### config.mk
export PLATFORM = sky130hd
export DESIGN_NAME = control_unit_flat
export DESIGN_NICKNAME = d
export VERILOG_FILES = /design/src/rtl/k_and_s_pkg.sv /design/src/rtl/control_unit_if.sv /design/src/rtl/control_unit.sv /design/src/flat_wrapper.sv
export SDC_FILE = /design/constraint.sdc
export NUM_CORES = 1
export LEC_CHECK = 0
export BUFFER_PORTS_ARGS = -buffer_cell sky130_fd_sc_hd__buf_2
export CAP_MARGIN = 20
export CORE_ASPECT_RATIO = 1.2
export CORE_UTILIZATION = 50
export DETAILED_ROUTE_END_ITERATION = 10
export MAX_ROUTING_LAYER = met4
export PLACE_DENSITY = 0.76
export SLEW_MARGIN = 0
export SYNTH_ARGS = -nofsm -noshare
export SYNTH_HDL_FRONTEND = slang
export SYNTH_SLANG_ARGS = --single-unit
### constraint.sdc
create_clock -name clk -period 3.2 [get_ports clk]
set_input_delay 0 -clock clk [delete_from_list [all_inputs] [get_ports clk]]
set_output_delay 0 -clock clk [all_outputs]
set_load 0.02 [all_outputs]
### src/rtl/k_and_s_pkg.sv
// Shared types for the K&S processor.
//
// decoded_instruction_type is the decoder output seen by the control unit. It is 5 bits wide,
// so codes 16..31 are unassigned. The control unit treats any unassigned code as a NOP.
package k_and_s_pkg;

  typedef enum logic [4:0] {
    I_NOP    = 5'd0,
    I_LOAD   = 5'd1,
    I_STORE  = 5'd2,
    I_MOVE   = 5'd3,
    I_ADD    = 5'd4,
    I_SUB    = 5'd5,
    I_AND    = 5'd6,
    I_OR     = 5'd7,
    I_BRANCH = 5'd8,
    I_BZERO  = 5'd9,
    I_BNZERO = 5'd10,
    I_BNEG   = 5'd11,
    I_BNNEG  = 5'd12,
    I_BOV    = 5'd13,
    I_BNOV   = 5'd14,
    I_HALT   = 5'd15
  } decoded_instruction_type;

endpackage

### src/rtl/control_unit_if.sv
// Bundle between the control unit and the K&S data path.
//
// modport master : the control unit. It reads the decoded instruction and flags, and it drives
//                  the strobes.
// modport slave  : the data path / RAM side.
//
// Signals:
//   decoded_instruction  current instruction from the decoder
//   zero_op, neg_op, unsigned_overflow, signed_overflow  registered ALU flags
//   branch, pc_enable, ir_enable, addr_sel, c_sel, operation[1:0],
//   write_reg_enable, flags_reg_enable, ram_write_enable, halt  control strobes
//   instr_count[15:0]  retired-instruction counter (only with KS_CTRL_INSTR_COUNT_EN)
interface control_unit_if;
  import k_and_s_pkg::*;

  decoded_instruction_type decoded_instruction;
  logic                    zero_op;
  logic                    neg_op;
  logic                    unsigned_overflow;
  logic                    signed_overflow;

  logic                    branch;
  logic                    pc_enable;
  logic                    ir_enable;
  logic                    addr_sel;
  logic                    c_sel;
  logic [1:0]              operation;
  logic                    write_reg_enable;
  logic                    flags_reg_enable;
  logic                    ram_write_enable;
  logic                    halt;
`ifdef KS_CTRL_INSTR_COUNT_EN
  logic [15:0]             instr_count;
`endif

  modport master (
    input  decoded_instruction, zero_op, neg_op, unsigned_overflow, signed_overflow,
    output branch, pc_enable, ir_enable, addr_sel, c_sel, operation,
           write_reg_enable, flags_reg_enable, ram_write_enable, halt
`ifdef KS_CTRL_INSTR_COUNT_EN
    , output instr_count
`endif
  );

  modport slave (
    output decoded_instruction, zero_op, neg_op, unsigned_overflow, signed_overflow,
    input  branch, pc_enable, ir_enable, addr_sel, c_sel, operation,
           write_reg_enable, flags_reg_enable, ram_write_enable, halt
`ifdef KS_CTRL_INSTR_COUNT_EN
    , input instr_count
`endif
  );

endinterface

### src/rtl/control_unit.sv
// Multicycle control FSM for the K&S processor.
//
// This block sequences fetch, decode and execute. It owns the RAM wait timing: a fetch and a
// LOAD each hold for MEM_LATENCY cycles.
//
// Parameters:
//   MEM_LATENCY  RAM read latency in cycles, legal range 1..7.
//
// Ports:
//   clk    system clock, rising edge
//   rst_n  asynchronous active-low reset
//   ctrl   control_unit_if.master. It carries the decoded instruction and the flags in, and
//          the data-path strobes out.
//
// Optional feature (macro KS_CTRL_INSTR_COUNT_EN):
//   When defined, this adds ctrl.instr_count[15:0]. It counts retired instructions, wraps at
//   16 bits, and freezes in halt.
//
// All outputs are Moore-decoded from state_q and wait_q. The one exception is the branch-taken
// decision, which looks at the flags while in the branch state.
module control_unit
  import k_and_s_pkg::*;
#(
  parameter int unsigned MEM_LATENCY = 1
) (
  input logic            clk,
  input logic            rst_n,
  control_unit_if.master ctrl
);

  if (MEM_LATENCY < 1 || MEM_LATENCY > 7) begin : gen_latency_check
    $error("control_unit: MEM_LATENCY must be in 1..7");
  end

  typedef enum logic [3:0] {
    StInit,
    StFetch,
    StDecode,
    StLoad,
    StStore,
    StMove,
    StAlu,
    StBranch,
    StHalt
  } state_e;

  localparam logic [2:0] LastWait = 3'(MEM_LATENCY - 1);

  state_e                  state_q, state_d;
  logic [2:0]              wait_q, wait_d;
  // Instruction captured in decode; execute states use this copy, not the live decoder.
  decoded_instruction_type instr_q, instr_d;

  logic       wait_last;
  logic       taken;
  logic [1:0] alu_op;

  // Reads this input so that it is consumed; no branch type depends on it.
  logic unused_uov;
  assign unused_uov = ctrl.unsigned_overflow;

  assign wait_last = (wait_q == LastWait);

  // Next-state logic
  always_comb begin
    state_d = state_q;
    wait_d  = wait_q;
    instr_d = instr_q;
    unique case (state_q)
      StInit: state_d = StFetch;
      StFetch, StLoad: begin
        if (wait_last) begin
          wait_d  = 3'd0;
          state_d = (state_q == StFetch) ? StDecode : StFetch;
        end else begin
          wait_d = wait_q + 3'd1;
        end
      end
      StDecode: begin
        instr_d = ctrl.decoded_instruction;
        case (ctrl.decoded_instruction)
          I_LOAD:                       state_d = StLoad;
          I_STORE:                      state_d = StStore;
          I_MOVE:                       state_d = StMove;
          I_ADD, I_SUB, I_AND, I_OR:    state_d = StAlu;
          I_BRANCH, I_BZERO, I_BNZERO,
          I_BNEG, I_BNNEG, I_BOV,
          I_BNOV:                       state_d = StBranch;
          I_HALT:                       state_d = StHalt;
          default:                      state_d = StFetch;
        endcase
      end
      StStore, StMove, StAlu, StBranch: state_d = StFetch;
      StHalt:  state_d = StHalt;
      default: state_d = StInit;
    endcase
  end

  always_ff @(posedge clk or negedge rst_n) begin
    if (!rst_n) begin
      state_q <= StInit;
      wait_q  <= 3'd0;
      instr_q <= I_NOP;
    end else begin
      state_q <= state_d;
      wait_q  <= wait_d;
      instr_q <= instr_d;
    end
  end

  // ALU opcode of the latched instruction
  always_comb begin
    alu_op = 2'b00;
    case (instr_q)
      I_SUB:   alu_op = 2'b11;
      I_AND:   alu_op = 2'b01;
      I_OR:    alu_op = 2'b10;
      default: alu_op = 2'b00;
    endcase
  end

  // Branch condition for the latched branch type, from the flags as they are now
  always_comb begin
    taken = 1'b0;
    case (instr_q)
      I_BRANCH: taken = 1'b1;
      I_BZERO:  taken = ctrl.zero_op;
      I_BNZERO: taken = ~ctrl.zero_op;
      I_BNEG:   taken = ctrl.neg_op;
      I_BNNEG:  taken = ~ctrl.neg_op;
      I_BOV:    taken = ctrl.signed_overflow;
      I_BNOV:   taken = ~ctrl.signed_overflow;
      default:  taken = 1'b0;
    endcase
  end

  logic       branch;
  logic       pc_enable;
  logic       ir_enable;
  logic       addr_sel;
  logic       c_sel;
  logic [1:0] operation;
  logic       write_reg_enable;
  logic       flags_reg_enable;
  logic       ram_write_enable;
  logic       halt;

  // Output decode
  always_comb begin
    branch           = 1'b0;
    pc_enable        = 1'b0;
    ir_enable        = 1'b0;
    addr_sel         = 1'b0;
    c_sel            = 1'b0;
    operation        = 2'b00;
    write_reg_enable = 1'b0;
    flags_reg_enable = 1'b0;
    ram_write_enable = 1'b0;
    halt             = 1'b0;
    unique case (state_q)
      StFetch:  ir_enable = wait_last;
      StDecode: pc_enable = 1'b1;
      StLoad: begin
        addr_sel         = 1'b1;
        write_reg_enable = wait_last;
      end
      StStore: begin
        addr_sel         = 1'b1;
        ram_write_enable = 1'b1;
      end
      StMove: begin
        operation        = 2'b10;
        c_sel            = 1'b1;
        write_reg_enable = 1'b1;
      end
      StAlu: begin
        operation        = alu_op;
        c_sel            = 1'b1;
        write_reg_enable = 1'b1;
        flags_reg_enable = 1'b1;
      end
      StBranch: begin
        pc_enable = taken;
        branch    = taken;
      end
      StHalt:  halt = 1'b1;
      default: ;
    endcase
  end

  assign ctrl.branch           = branch;
  assign ctrl.pc_enable        = pc_enable;
  assign ctrl.ir_enable        = ir_enable;
  assign ctrl.addr_sel         = addr_sel;
  assign ctrl.c_sel            = c_sel;
  assign ctrl.operation        = operation;
  assign ctrl.write_reg_enable = write_reg_enable;
  assign ctrl.flags_reg_enable = flags_reg_enable;
  assign ctrl.ram_write_enable = ram_write_enable;
  assign ctrl.halt             = halt;

`ifdef KS_CTRL_INSTR_COUNT_EN
  logic [15:0] instr_count_q;
  logic        retire;

  // An instruction retires when it hands control back to fetch. Init->Fetch does not count,
  // and a fetch waiting on RAM stays in fetch, so that does not count either.
  assign retire = (state_d == StFetch) &&
                  (state_q inside {StDecode, StLoad, StStore, StMove, StAlu, StBranch});

  always_ff @(posedge clk or negedge rst_n) begin
    if (!rst_n) begin
      instr_count_q <= 16'd0;
    end else if (retire) begin
      instr_count_q <= instr_count_q + 16'd1;
    end
  end

  assign ctrl.instr_count = instr_count_q;
`endif

endmodule

### src/flat_wrapper.sv
// flat-port wrapper written by rule: the top's interface ports become plain ports
module control_unit_flat import k_and_s_pkg::*;
#(
  parameter int unsigned MEM_LATENCY = 1
)
  (clk, rst_n, ctrl_decoded_instruction, ctrl_zero_op, ctrl_neg_op, ctrl_unsigned_overflow, ctrl_signed_overflow, ctrl_branch, ctrl_pc_enable, ctrl_ir_enable, ctrl_addr_sel, ctrl_c_sel, ctrl_operation, ctrl_write_reg_enable, ctrl_flags_reg_enable, ctrl_ram_write_enable, ctrl_halt);
  control_unit_if ctrl_i ();
  input logic clk;
  input logic rst_n;
  input wire logic [$bits(ctrl_i.decoded_instruction)-1:0] ctrl_decoded_instruction;
  input wire logic [$bits(ctrl_i.zero_op)-1:0] ctrl_zero_op;
  input wire logic [$bits(ctrl_i.neg_op)-1:0] ctrl_neg_op;
  input wire logic [$bits(ctrl_i.unsigned_overflow)-1:0] ctrl_unsigned_overflow;
  input wire logic [$bits(ctrl_i.signed_overflow)-1:0] ctrl_signed_overflow;
  output wire logic [$bits(ctrl_i.branch)-1:0] ctrl_branch;
  output wire logic [$bits(ctrl_i.pc_enable)-1:0] ctrl_pc_enable;
  output wire logic [$bits(ctrl_i.ir_enable)-1:0] ctrl_ir_enable;
  output wire logic [$bits(ctrl_i.addr_sel)-1:0] ctrl_addr_sel;
  output wire logic [$bits(ctrl_i.c_sel)-1:0] ctrl_c_sel;
  output wire logic [$bits(ctrl_i.operation)-1:0] ctrl_operation;
  output wire logic [$bits(ctrl_i.write_reg_enable)-1:0] ctrl_write_reg_enable;
  output wire logic [$bits(ctrl_i.flags_reg_enable)-1:0] ctrl_flags_reg_enable;
  output wire logic [$bits(ctrl_i.ram_write_enable)-1:0] ctrl_ram_write_enable;
  output wire logic [$bits(ctrl_i.halt)-1:0] ctrl_halt;
  assign ctrl_i.decoded_instruction = ctrl_decoded_instruction;
  assign ctrl_i.zero_op = ctrl_zero_op;
  assign ctrl_i.neg_op = ctrl_neg_op;
  assign ctrl_i.unsigned_overflow = ctrl_unsigned_overflow;
  assign ctrl_i.signed_overflow = ctrl_signed_overflow;
  assign ctrl_branch = ctrl_i.branch;
  assign ctrl_pc_enable = ctrl_i.pc_enable;
  assign ctrl_ir_enable = ctrl_i.ir_enable;
  assign ctrl_addr_sel = ctrl_i.addr_sel;
  assign ctrl_c_sel = ctrl_i.c_sel;
  assign ctrl_operation = ctrl_i.operation;
  assign ctrl_write_reg_enable = ctrl_i.write_reg_enable;
  assign ctrl_flags_reg_enable = ctrl_i.flags_reg_enable;
  assign ctrl_ram_write_enable = ctrl_i.ram_write_enable;
  assign ctrl_halt = ctrl_i.halt;
  control_unit #(.MEM_LATENCY(MEM_LATENCY)) u_core (.clk(clk), .rst_n(rst_n), .ctrl(ctrl_i));
endmodule
Word-level counts from Yosys, hierarchy flattened
Memory sizes are Yosys's and may differ from the RTL's. Index checks and enable logic that the tools add are counted.

Memory bits (read-only): 64. Output and inout port bits: 11. Bits in writable memories: 0. Input port bits: 11. Flip-flop bits (word level): 12. Word-level logic and storage cells: 50. Bits in latches: 0. Memories: 1.

Shifts and indexed selects: 0. Multipliers: 0. Reduce and logical (&&, ||, !) cells: 6. Equality and inequality tests: 19. Bitwise gates (word level): 3. Div/mod/pow operators: 0. $lt $le $gt $ge: 0. $add $sub $neg: 1. Muxes and demuxes: 17.

Memory list: (no name shown) (depth 16, bits a word 4, rd ports 1, clocked after memory_dff 0, write ports 0, RTL line control_unit.sv:81) `case (ctrl.decoded_instruction)`.

Operator list (count): $eq A5 B4 Y1 const B (7); $eq A4 B3 Y1 const B (4); $pmux W4 S4 (1); $eq A5 B3 Y1 const B (3); $eq A4 B2 Y1 const B (2); $mux W4 (2); $mux W1 (7); $pmux W1 S7 (1); $pmux W2 S3 (1); $reduce_or A2 Y1 (3); $reduce_or A5 Y1 (1); $eq A4 B1 Y1 const B (1); $eq A4 B4 Y1 const B (1); $logic_not A4 Y1 (1); $pmux W1 S2 (2); $pmux W2 S2 (1); $add A3 B1 Y3 const B (1); $logic_not A3 Y1 (1); $mux W3 (1); $not A1 Y1 (3); $mux W2 (1); $ne A2 B1 Y1 const B (1).

Depth between registers and ports, before layout
Gate-level depths: netlist of run 1.

Depth in word-level cells: 4. Mapped depth: 6. Depth with buffers taken out: 6.

Least setup slack after synthesis of run 1
Ideal clock, no wire load.

Path kind: register -> output. From: register u_core.instr_q[0]. To: output port ctrl_pc_enable. Data required time: 3.200 ns. Setup slack: 1.454 ns. Cell stages (with the launch flop): 5. Buffers on the path: 0. Arrival time: 1.746 ns. Cells stage by stage: dfrtp_1 -> nor2_1 -> a221o_1 -> a221oi_1 -> or2_1.

Longest elaborated chain between the ends: 3. Elaborated cells between the ends (all ways): 9. Those cells by class: eq/ne: 7; mux: 2.

RTL lines: start: declaration (RTL line control_unit.sv:52) `decoded_instruction_type instr_q, instr_d;`; start signal: assignment (RTL line control_unit.sv:107) `instr_q <= instr_d;`; $eq A5 B4 Y1 (RTL line control_unit.sv:125) `case (instr_q)`; $pmux W1 S7 (*) (RTL line control_unit.sv:125); $pmux W1 S2 (*) (RTL line control_unit.sv:160) `unique case (state_q)`; end: declaration (RTL line flat_wrapper.sv:16) `output wire logic [$bits(ctrl_i.pc_enable)-1:0] ctrl_pc_enable;`.

Mark *: on every way between the ends. The rest lies on a longest branch, timed or not.

Worst setup path after layout of run 1
From: register u_core.wait_q[0]. To: output port ctrl_write_reg_enable.

Longest elaborated chain between the ends: 2.

RTL lines: start: declaration (RTL line control_unit.sv:50) `logic [2:0] wait_q, wait_d;`; start signal: assignment (RTL line control_unit.sv:106) `wait_q <= wait_d;`; $logic_not A3 Y1 (RTL line control_unit.sv:62) `assign wait_last = (wait_q == LastWait);`; $pmux W1 S2 (RTL line control_unit.sv:160); end: declaration (RTL line flat_wrapper.sv:21) `output wire logic [$bits(ctrl_i.write_reg_enable)-1:0] ctrl_write_reg_enable;`.

Every way passes these cells.

==> metrics, run 1 <==
Achievable Freq 0.553 GHz; cell count after synthesis 92; crit path max fanout 5; Synth Flop Type dfrtp_1; area taken by multi-input logic gates 459 um^2; IO Port Bufs 20; Tot GR Track Use 22.6%; Seq/Total Area, Yosys 36.5%; total number of vias 746; area leader, netlist dfrtp_1; syn avg cell area 8.94 um^2; RSZ-0062 raised after global routing false; dpl ws 1.58 ns; starting density of the core 55.4%; synthesized area 822 um^2; Ant. Diodes 0; row count 15; Final Hold Fails 0; root buffer cell clkbuf_4; drt wl/cell 13.2 um; Req. time, crit path 3.20 ns; pwr/cell area 708 mW/mm^2; initial antenna violation count 0; Worst Hold Depth 2; fill count 140; Ys Warns 0; outcome completed; leading post-synthesis cells by cell area dfrtp_1 (37%), mux2_2 (6.8%), nor2_1 (4.1%), inv_1 (3.7%), a21oi_1 (3.0%); PnR worst setup slack 1.39 ns; worst-margin pin slew 0.462 ns; Synth async-reset ratio 100%; Worst Hold End u_core.instr_q[0]; Min Hold Slack 0.0198 ns; clk_skew 0.00425 ns; Die W 39.0 um; number of distinct library cells after synthesis 34; # DRC 0; Layout Nets 128; Max-slew headroom 69.1%; Pre-Repair DR Iteration Count 4; Routed Antenna Nets 0; vias in the first global route 674; Final Setup Violations 0; Seq cells post-synth 12; Pleak 0.477 nW; full die area 0.00181 mm^2; Worst Reg-to-Reg Cells 4; WS Path Type reg2out; Clk pin slew, worst setup/hold paths 0.06 ns; crit end category output pin; CTS tree done; IO Pins 22; worst-case clock buffer depth 2; GPL Wtd Cong 0.867; Worst Hold Class in2reg; layout cells sized above 1 27.4%; CTS sink cnt 12; Yosys top cell area share 36.5%; EDFF count, synth 0; Die Y 46.4 um; Post CTS Setup Buffer Count 0; FF-to-FF Start u_core.state_q[0]; Hold Crit Start ctrl_decoded_instruction[0]; 1st-iter DRT viols 22; Layout area overhead 16.0%; post-DP HPWL 1300 um; # hold bufs at CTS 2; vias per cell 5.74; power consumption 675 uW; CP startpoint kind flip-flop; Register Area 300 um^2; Fin Setup TNS 0 ns; Final min period 1.81 ns; worst r2r dst u_core.state_q[1]; Routed WL 1720 um; maxcap violations 0; remaining global-route overflow 0; Critical Path AT 1.81 ns; CTS Buf Count 3; Post-Route Utilization 64.3%; syn_nets 105; core area 0.00148 mm^2; largest net degree at the start of global routing 13; Reg2Reg Setup Slack 1.55 ns; post-cts resize count 0; first-pass GRT wire length 2630 um; CTS H-tree lvls 1; Peak supply drop 0.000291 V; count of pins over their slew limit 0; final critical-path share of the clock period 56.6%; Worst-Skew Late Latency 0.26 ns
[worst max-delay path by stage]
stage | end | slack (ns) | startpoint | cells past startpoint
detailed placement | u_core.state_q[1] | 1.58 | u_core.state_q[0] | 4
global placement | u_core.state_q[1] | 1.59 | u_core.state_q[0] | 4
CTS | ctrl_write_reg_enable | 1.38 | u_core.wait_q[0] | 7
finish | ctrl_write_reg_enable | 1.39 | u_core.wait_q[0] | 7
global route | ctrl_write_reg_enable | 1.24 | u_core.wait_q[0] | 7
floorplan | ctrl_pc_enable | 1.45 | u_core.instr_q[0] | 4
[flip-flops by register name, summed over array words and instances (netlist names)]
| register | flops |
|---|---|
| u_core.wait_q | 3 |
| u_core.state_q | 4 |
| u_core.instr_q | 5 |
[cells in the mapped netlist (all sizes together) (2+ instances only)]
library cell and n:
dfrtp 12, nor2 9, inv 8, nand2 6
a21oi 5, mux2 5, nor3 5, buf 4
nor2b 4, o21ai 4, nand3 3, and2 2
ha 2, nand2b 2, nand4 2, o311a 2
or2 2
[metrics by stage]
| step | cell area, um^2 | cells |
|---|---|---|
| floorplan | 822 | 92 |
| global placement | 911 | 125 |
| detailed placement | 911 | 125 |
| CTS | 953 | 130 |
| global route | 953 | 130 |
| finish | 953 | 130 |
[critical path: stages (launching register included)]
cell and delay, ns:
dfrtp_1 0.41, inv_1 0.08, ha_1 0.16, nor2b_1 0.32, and2_1 0.17, o21ai_0 0.07
a21oi_1 0.14, buf_2 0.18
[placed cells by master, fill, tap and decap left out, drive strengths merged]
| master | netlist | routed |
|---|---|---|
| nor2 | 9 | 9 |
| a31oi | 1 | 1 |
| nand4 | 2 | 2 |
| or2b | 1 | 1 |
| a221o | 1 | 1 |
| nor2b | 4 | 4 |
| or2 | 2 | 2 |
| o22ai | 1 | 1 |
| o21ai | 4 | 4 |
| mux2i | 1 | 1 |
| dlygate4sd3 | 0 | 2 |
| buf | 4 | 20 |
| nor3 | 5 | 5 |
| clkbuf | 0 | 3 |
| o22a | 1 | 1 |
| o311a | 2 | 2 |
| and2b | 1 | 1 |
| mux2 | 5 | 5 |
| ha | 2 | 2 |
| xor2 | 1 | 1 |
| and4 | 1 | 1 |
| nor4bb | 1 | 1 |
| nand3 | 3 | 3 |
| nor4b | 1 | 1 |
| a21oi | 5 | 5 |
| nand2 | 6 | 6 |
| dfrtp | 12 | 12 |
| a21o | 1 | 1 |
| o211ai | 1 | 1 |
| o221ai | 1 | 1 |
| inv | 8 | 8 |
| and2 | 2 | 2 |
| nand2b | 2 | 2 |
| a221oi | 1 | 1 |
[metal layers]
| layer | vias up | wire length (um) | track usage [%] |
|---|---|---|---|
| met5 | - | 0 | - |
| met4 | 0 | 58 | 20.0 |
| met3 | 6 | 69 | 1.45 |
| met2 | 24 | 890 | 36.3 |
| met1 | 349 | 703 | 24.7 |
| li1 | 367 | - | - |
[power breakdown]
group	switching, mW	total (mW)	internal (mW)
Clock	0.0441	0.0876	0.0435
Sequential	0.0779	0.276	0.198
Combinational	0.166	0.311	0.145
[layout make-up]
cell class,count,share of cell area (%)
clock buffer,3,2.36
timing repair buffer,22,12.6
sequential,12,31.5
tap,17,2.23
inverter,8,3.15
multi-input combinational,68,48.2
[cells by family (layout without fill, tap and decap cells)]
group / count (synthesis) / count (layout) / synth area share [%]
fa+ha+maj: 2 / 2 / 3.04
compound gates: 19 / 19 / 15.8
simple gates: 40 / 40 / 27.9
buf+inv: 12 / 33 / 7.61
flops: 12 / 12 / 36.5
xor+xnor: 1 / 1 / 1.07
mux: 6 / 6 / 8.07
Power figures use the tool's default switching activity.
==> inputs of run 2 (changes only) <==
==> constraint.sdc (replaced) <==
create_clock -name clk -period 1.8 [get_ports clk]
set_input_delay 0 -clock clk [delete_from_list [all_inputs] [get_ports clk]]
set_output_delay 0 -clock clk [all_outputs]
set_load 0.02 [all_outputs]
==> run 2 against run 1 <==
- via count increased by 2.4%
- combinational power is 99% higher
- flip-flop and latch count unchanged
- non-clock buffer count rose by 3
- core utilization increased by 3.5 points
- first-iteration DRC count down 23%
- clock-buffer cell count grew 1
- die area is the same
- critical path type unchanged
- critical endpoint is now ctrl_pc_enable
- largest power group unchanged
- highest routed layer unchanged
==> metrics, run 2 (synthesized netlist as in run 1, its figures left out) <==
fin cells 134 (was 130); Register Area 303 um^2 (was 300 um^2); crit-path max cell delay 0.51 ns (was 0.41 ns); Clk network pwr share 16.5% (was 13.0%); Biggest register u_core.instr_q (unchanged); PnR worst setup slack 0.113 ns (was 1.39 ns); row count 15 (unchanged); IO Port Bufs 20 (unchanged); vias per cell 5.70 (was 5.74); remaining global-route overflow 0 (unchanged); Final min period 1.69 ns; Die W 39.0 um (unchanged); Pleak 0.511 nW (was 0.477 nW); Gate power share 47.5% (was 46.1%); Fin Setup TNS 0 ns (unchanged); worst-case clock buffer depth 2 (unchanged); dpl cells 128 (was 125); number of flip-flops in the largest register 5 (unchanged); post-route design area 0.00101 mm^2 (was 953 um^2); CTS H-tree lvls 1 (unchanged); cell-internal power 760 uW (was 386 uW); Hold Crit Start ctrl_decoded_instruction[1] (was ctrl_decoded_instruction[0]); fill count 137 (was 140); pwr/cell area 1290 mW/mm^2 (was 708 mW/mm^2); worst-margin pin slew 0.389 ns (was 0.462 ns); Max-slew headroom 74.0% (was 69.1%); Final Setup Violations 0 (unchanged); Top delay family on crit path simple AND/OR/NAND/NOR gates (unchanged); Post-Place Cell Area 933 um^2 (was 911 um^2); largest net degree at the start of global routing 13 (unchanged); Critical path origin u_core.state_q[0] (was u_core.wait_q[0]); maxcap violations 0 (unchanged); total number of vias 764 (was 746); crit path max fanout 10 (was 5); area taken by multi-input logic gates 473 um^2 (was 459 um^2); Buf/Inv on CP 2 (unchanged); FF-to-FF Start u_core.state_q[0] (unchanged); Post CTS Setup Buffer Count 0 (unchanged); critical path cell sequence nor4b_4, buf_4, or2_1, buf_2 (was inv_1, ha_1, nor2b_1, and2_1, o21ai_0, a21oi_1, buf_2); Worst Hold Class in2reg (unchanged); NetSw 541 uW (was 288 uW); vias in the first global route 668 (was 674); initial antenna violation count 0 (unchanged); CTS sink cnt 12 (unchanged); Worst-Skew Late Latency 0.27 ns (was 0.26 ns); crit end category output pin (unchanged); Ant. Diodes 0 (unchanged); Critical Path AT 1.69 ns (was 1.81 ns); Clk pin slew, worst setup/hold paths 0.08 ns (was 0.06 ns); first-pass GRT wire length 2780 um (was 2630 um); Req. time, crit path 1.80 ns (was 3.20 ns); 1st-iter DRT viols 17 (was 22); RSZ-0062 raised after global routing false (unchanged); count of pins over their slew limit 0 (unchanged); CTS tree done (unchanged); Achievable Freq 0.593 GHz; root buffer cell clkbuf_4 (unchanged); CTS Buf Count 3 (unchanged); Layout Nets 131 (was 128); GPL Wtd Cong 0.843 (was 0.867); post-DP HPWL 1340 um (was 1300 um); # DRC 0 (unchanged); most frequent cells in the layout buf_2 (20), dfrtp_1 (10), nor2_1 (9) (was buf_2 (20), dfrtp_1 (12), nor2_1 (9)); Flop pwr share 36.0% (was 40.9%); Peak supply drop 0.000791 V (was 0.000291 V); starting density of the core 55.4% (unchanged); Routed Antenna Nets 0 (unchanged); Die Y 46.4 um (unchanged); drt wl/cell 13.0 um (was 13.2 um); WS Path Type reg2out (unchanged); Final Hold Fails 0 (unchanged); clk_skew 0.000461 ns (was 0.00425 ns); top flop regs u_core.instr_q (5), u_core.state_q (4), u_core.wait_q (3) (unchanged); Routed WL 1750 um (was 1720 um); Layout area overhead 22.4% (was 16.0%); dpl ws 0.250 ns (was 1.58 ns); Pre-Repair DR Iteration Count 5 (was 4); core area 0.00148 mm^2 (unchanged); IO Pins 22 (unchanged); CP startpoint kind flip-flop (unchanged); layout cells sized above 1 33.3% (was 27.4%); switch share 41.6% (was 42.7%); final critical-path share of the clock period 93.7%; Tot GR Track Use 23.2% (was 22.6%); commonest non-fill, non-tap cell in the layout buf_2 (unchanged); full die area 0.00181 mm^2 (unchanged); Post-Route Utilization 67.8% (was 64.3%); crit path max-delay cell type dfrtp_1 (unchanged); outcome completed (unchanged)
[run 2: repair_timing]
| action | CTS | global route |
|---|---|---|
| cloned | 0 | 0 |
| resized for setup | 1 | 4 |
| endpoints found under the setup margin | 1 | 3 |
| hold buffers | 1 | 1 |
| hold endpoints to repair | 12 | 1 |
[run 2: worst register-to-register path: stages, from the launching register on]
cell and delay, ns:
dfrtp_1 0.51, nor4b_4 0.48, and2b_1 0.23, o311a_1 0.19
o22a_2 0.14
[run 2: final cells by class]
class                   instances  share of cell area [%]
clock buffers                   4                    3.61
inverters                       8                    2.99
multi-input cells              68                    47.0
repair buffers                 25                    14.2
well taps                      17                    2.11
flip-flops and latches         12                    30.1
[run 2: path summary, 6_finish.rpt]
check,cells past startpoint,slack (ns),endpoint
min in group asynchronous,2,0.13,u_core.wait_q[2]
setup reg to reg,4,0.21,u_core.state_q[1]
hold reg to reg,1,0.55,u_core.wait_q[1]
hold / removal,3,0.01,u_core.instr_q[1]
max in group asynchronous,2,1.44,u_core.state_q[2]
setup / recovery,4,0.11,ctrl_pc_enable
[run 2: metal layers]
metal  up-vias  GRT usage (%)  share of wire, %
met5         -              -                 0
met4         0           8.28              0.57
met3         2           1.45               2.4
met2        12           41.3                54
met1       371           27.0                43
li1        379              -                 -
[run 2: through the flow]
step / power [mW] / hold WS [ns]
floorplan: 0.914 / -0.296
global placement: 1.04 / -0.108
detailed placement: 1.07 / -0.107
CTS: 1.29 / 0.00334
global route: 1.40 / 0.00110
finish: 1.30 / 0.0113
[run 2: power groups by stage]
stage	combinational, mW	sequential [mW]	clock, mW
6_report	0.618	0.468	0.215
4_1_cts	0.610	0.459	0.217
5_1_grt	0.688	0.485	0.230
2_1_floorplan	0.504	0.410	0
3_5_place_dp	0.606	0.465	0
3_3_place_gp	0.582	0.462	0
==> inputs of run 3 (changes only) <==
--- a/config.mk
+++ b/config.mk
@@ -12,6 +12,7 @@
 export DETAILED_ROUTE_END_ITERATION = 10
 export MAX_ROUTING_LAYER = met4
 export PLACE_DENSITY = 0.76
+export SETUP_SLACK_MARGIN = 0.3
 export SLEW_MARGIN = 0
 export SYNTH_ARGS = -nofsm -noshare
 export SYNTH_HDL_FRONTEND = slang
==> run 3 against run 2 <==
- design area rose by 21%
- clock power fell by 26%
- worst setup slack improved by 0.045 ns
- first-iteration DRC count rose by 47%
- critical path depth rose by 1
- non-clock buffer count rose by 16
- die area did not move
- clock-buffer cell count fell by 1
- register-to-register slack improved by 0.06 ns
- sequential power fell by 4%
- critical path type unchanged
- critical endpoint is now ctrl_branch
==> metrics, run 3 (synthesized netlist as in run 1, its figures left out) <==
outcome completed (unchanged); Fin Setup TNS 0 ns (unchanged); full die area 0.00181 mm^2 (unchanged); Biggest register u_core.instr_q (unchanged); fill count 85 (was 137); Final min period 1.64 ns (was 1.69 ns); first-pass GRT wire length 2980 um (was 2780 um); 1st-iter DRT viols 25 (was 17); initial antenna violation count 0 (unchanged); CP startpoint kind flip-flop (unchanged); Ant. Diodes 0 (unchanged); vias in the first global route 713 (was 668); Worst Hold Class in2reg (unchanged); starting density of the core 55.4% (unchanged); top flop regs u_core.instr_q (5), u_core.state_q (4), u_core.wait_q (3) (unchanged); Top delay family on crit path compound AO/OA/AOI/OAI gates (was simple AND/OR/NAND/NOR gates); Worst Reg-to-Reg Cells 4 (unchanged); Die Y 46.4 um (unchanged); commonest non-fill, non-tap cell in the layout buf_4 (was buf_2); crit path max fanout 6 (was 10); Worst Hold End u_core.instr_q[2] (was u_core.instr_q[1]); Hold Crit Start ctrl_decoded_instruction[2] (was ctrl_decoded_instruction[1]); Peak supply drop 0.000809 V (was 0.000791 V); CTS sink cnt 12 (unchanged); Clk pin slew, worst setup/hold paths 0.07 ns (was 0.08 ns); crit end category output pin (unchanged); CTS Buf Count 3 (unchanged); Die W 39.0 um (unchanged); Layout area overhead 47.6% (was 22.4%); FF-to-FF Start u_core.state_q[3] (was u_core.state_q[0]); layout cells sized above 1 51.5% (was 33.3%); worst-case clock buffer depth 2 (unchanged); Buf/Inv on CP 2 (unchanged); Pleak 0.606 nW (was 0.511 nW); dpl cells 129 (was 128); Pre-Repair DR Iteration Count 6 (was 5); Worst-Skew Late Latency 0.27 ns (about the same); IO Pins 22 (unchanged); count of pins over their slew limit 0 (unchanged); most frequent cells in the layout buf_4 (19), buf_2 (15), dfrtp_1 (9) (was buf_2 (20), dfrtp_1 (10), nor2_1 (9)); largest net degree at the start of global routing 13 (unchanged); critical path cell sequence nor2_1, a221o_1, a221oi_4, buf_4, buf_6 (was nor4b_4, buf_4, or2_1, buf_2); Routed Antenna Nets 0 (unchanged); WP depth 5 (was 4); RSZ-0062 raised after global routing true (was false); drt wl/cell 14.4 um (was 13.0 um); worst r2r dst u_core.instr_q[0] (was u_core.state_q[1]); worst-margin pin slew 0.333 ns (was 0.389 ns); Layout Nets 147 (was 131); root buffer cell clkbuf_4 (unchanged); CTS tree done (unchanged); Reg2Reg Setup Slack 0.27 ns (was 0.21 ns); Req. time, crit path 1.80 ns (about the same); power consumption 1.52 mW (was 1.30 mW); total number of vias 831 (was 764); Worst Hold Depth 3 (unchanged); number of flip-flops in the largest register 5 (unchanged); final critical-path share of the clock period 91.2% (was 93.7%); crit path max-delay cell type dfrtp_2 (was dfrtp_1); Post-Route Utilization 81.9% (was 67.8%); crit-path max cell delay 0.43 ns (was 0.51 ns); Min Hold Slack 0.00867 ns (was 0.0113 ns); IO Port Bufs 20 (unchanged); Routed WL 2150 um (was 1750 um); CTS H-tree lvls 1 (unchanged); # DRC 0 (unchanged); Achievable Freq 0.609 GHz (was 0.593 GHz); maxcap violations 0 (unchanged); Critical Path AT 1.64 ns (was 1.69 ns); Tot GR Track Use 25.5% (was 23.2%); Final Hold Fails 0 (unchanged); vias per cell 5.58 (was 5.70); post-DP HPWL 1310 um (was 1340 um); pwr/cell area 1250 mW/mm^2 (was 1290 mW/mm^2); GPL Wtd Cong 0.756 (was 0.843); fin cells 149 (was 134); row count 15 (unchanged); core area 0.00148 mm^2 (unchanged); clk_skew 0.00422 ns (was 0.000461 ns); remaining global-route overflow 0 (unchanged); Final Setup Violations 0 (unchanged); Max-slew headroom 77.7% (was 74.0%); WS Path Type reg2out (unchanged)
-- run 3: what timing repair did --
| action | 4_1_cts | 5_1_grt |
|---|---|---|
| gates resized for setup | 17 | 12 |
| pin swaps | 9 | 8 |
| setup endpoints to repair | 7 | 9 |
| hold endpoints to repair | 13 | 0 |
| hold buffers | 2 | 0 |
| buffers inserted | 9 | 6 |
-- run 3: worst min-delay path, cell delays in order --
cell and delay, ns:
buf_2 0.13, nand2_1 0.05, o21ai_0 0.06
-- run 3: how the worst max path moves through the flow --
| stage | startpoint | end | slack, ns |
|---|---|---|---|
| floorplan | u_core.instr_q[0] | ctrl_pc_enable | 0.30 |
| global placement | u_core.instr_q[0] | ctrl_pc_enable | 0.29 |
| detailed placement | u_core.instr_q[0] | ctrl_pc_enable | 0.26 |
| CTS | u_core.instr_q[0] | ctrl_pc_enable | 0.15 |
| global route | u_core.state_q[3] | ctrl_branch | 0.07 |
| finish | u_core.instr_q[0] | ctrl_branch | 0.16 |
-- run 3: per-stage QoR --
| step | area (um^2) | setup WS, ns |
|---|---|---|
| 6_report | 1210 | 0.158 |
| 5_1_grt | 1210 | 0.0652 |
| 4_1_cts | 1130 | 0.150 |
| 3_5_place_dp | 961 | 0.257 |
| 3_3_place_gp | 961 | 0.295 |
| 2_1_floorplan | 842 | 0.303 |
-- run 3: layout make-up --
cell class | instances | area, um^2 | area share (%)
sequential | 12 | 304 | 25.1
clock buffer | 3 | 22.5 | 1.86
multi-input combinational | 68 | 542 | 44.6
timing repair buffer | 41 | 294 | 24.2
inverter | 8 | 30.0 | 2.47
tap | 17 | 21.3 | 1.75
-- run 3: routing by layer --
layer | global-route usage (%) | share of wire (%) | up-vias | routed length (um)
met5 | - | 0 | - | 0
met4 | 14.5 | 2.5 | 0 | 54
met3 | 1.45 | 3.2 | 6 | 68
met2 | 43.0 | 51 | 27 | 1100
met1 | 29.6 | 43 | 388 | 920
li1 | - | - | 410 | -
-- run 3: report_power, final --
part           switching [mW]  internal, mW  total (mW)
logic                   0.461         0.446       0.907
registers              0.0914         0.358       0.450
clock network          0.0817        0.0775       0.159
total                   0.634         0.881        1.52
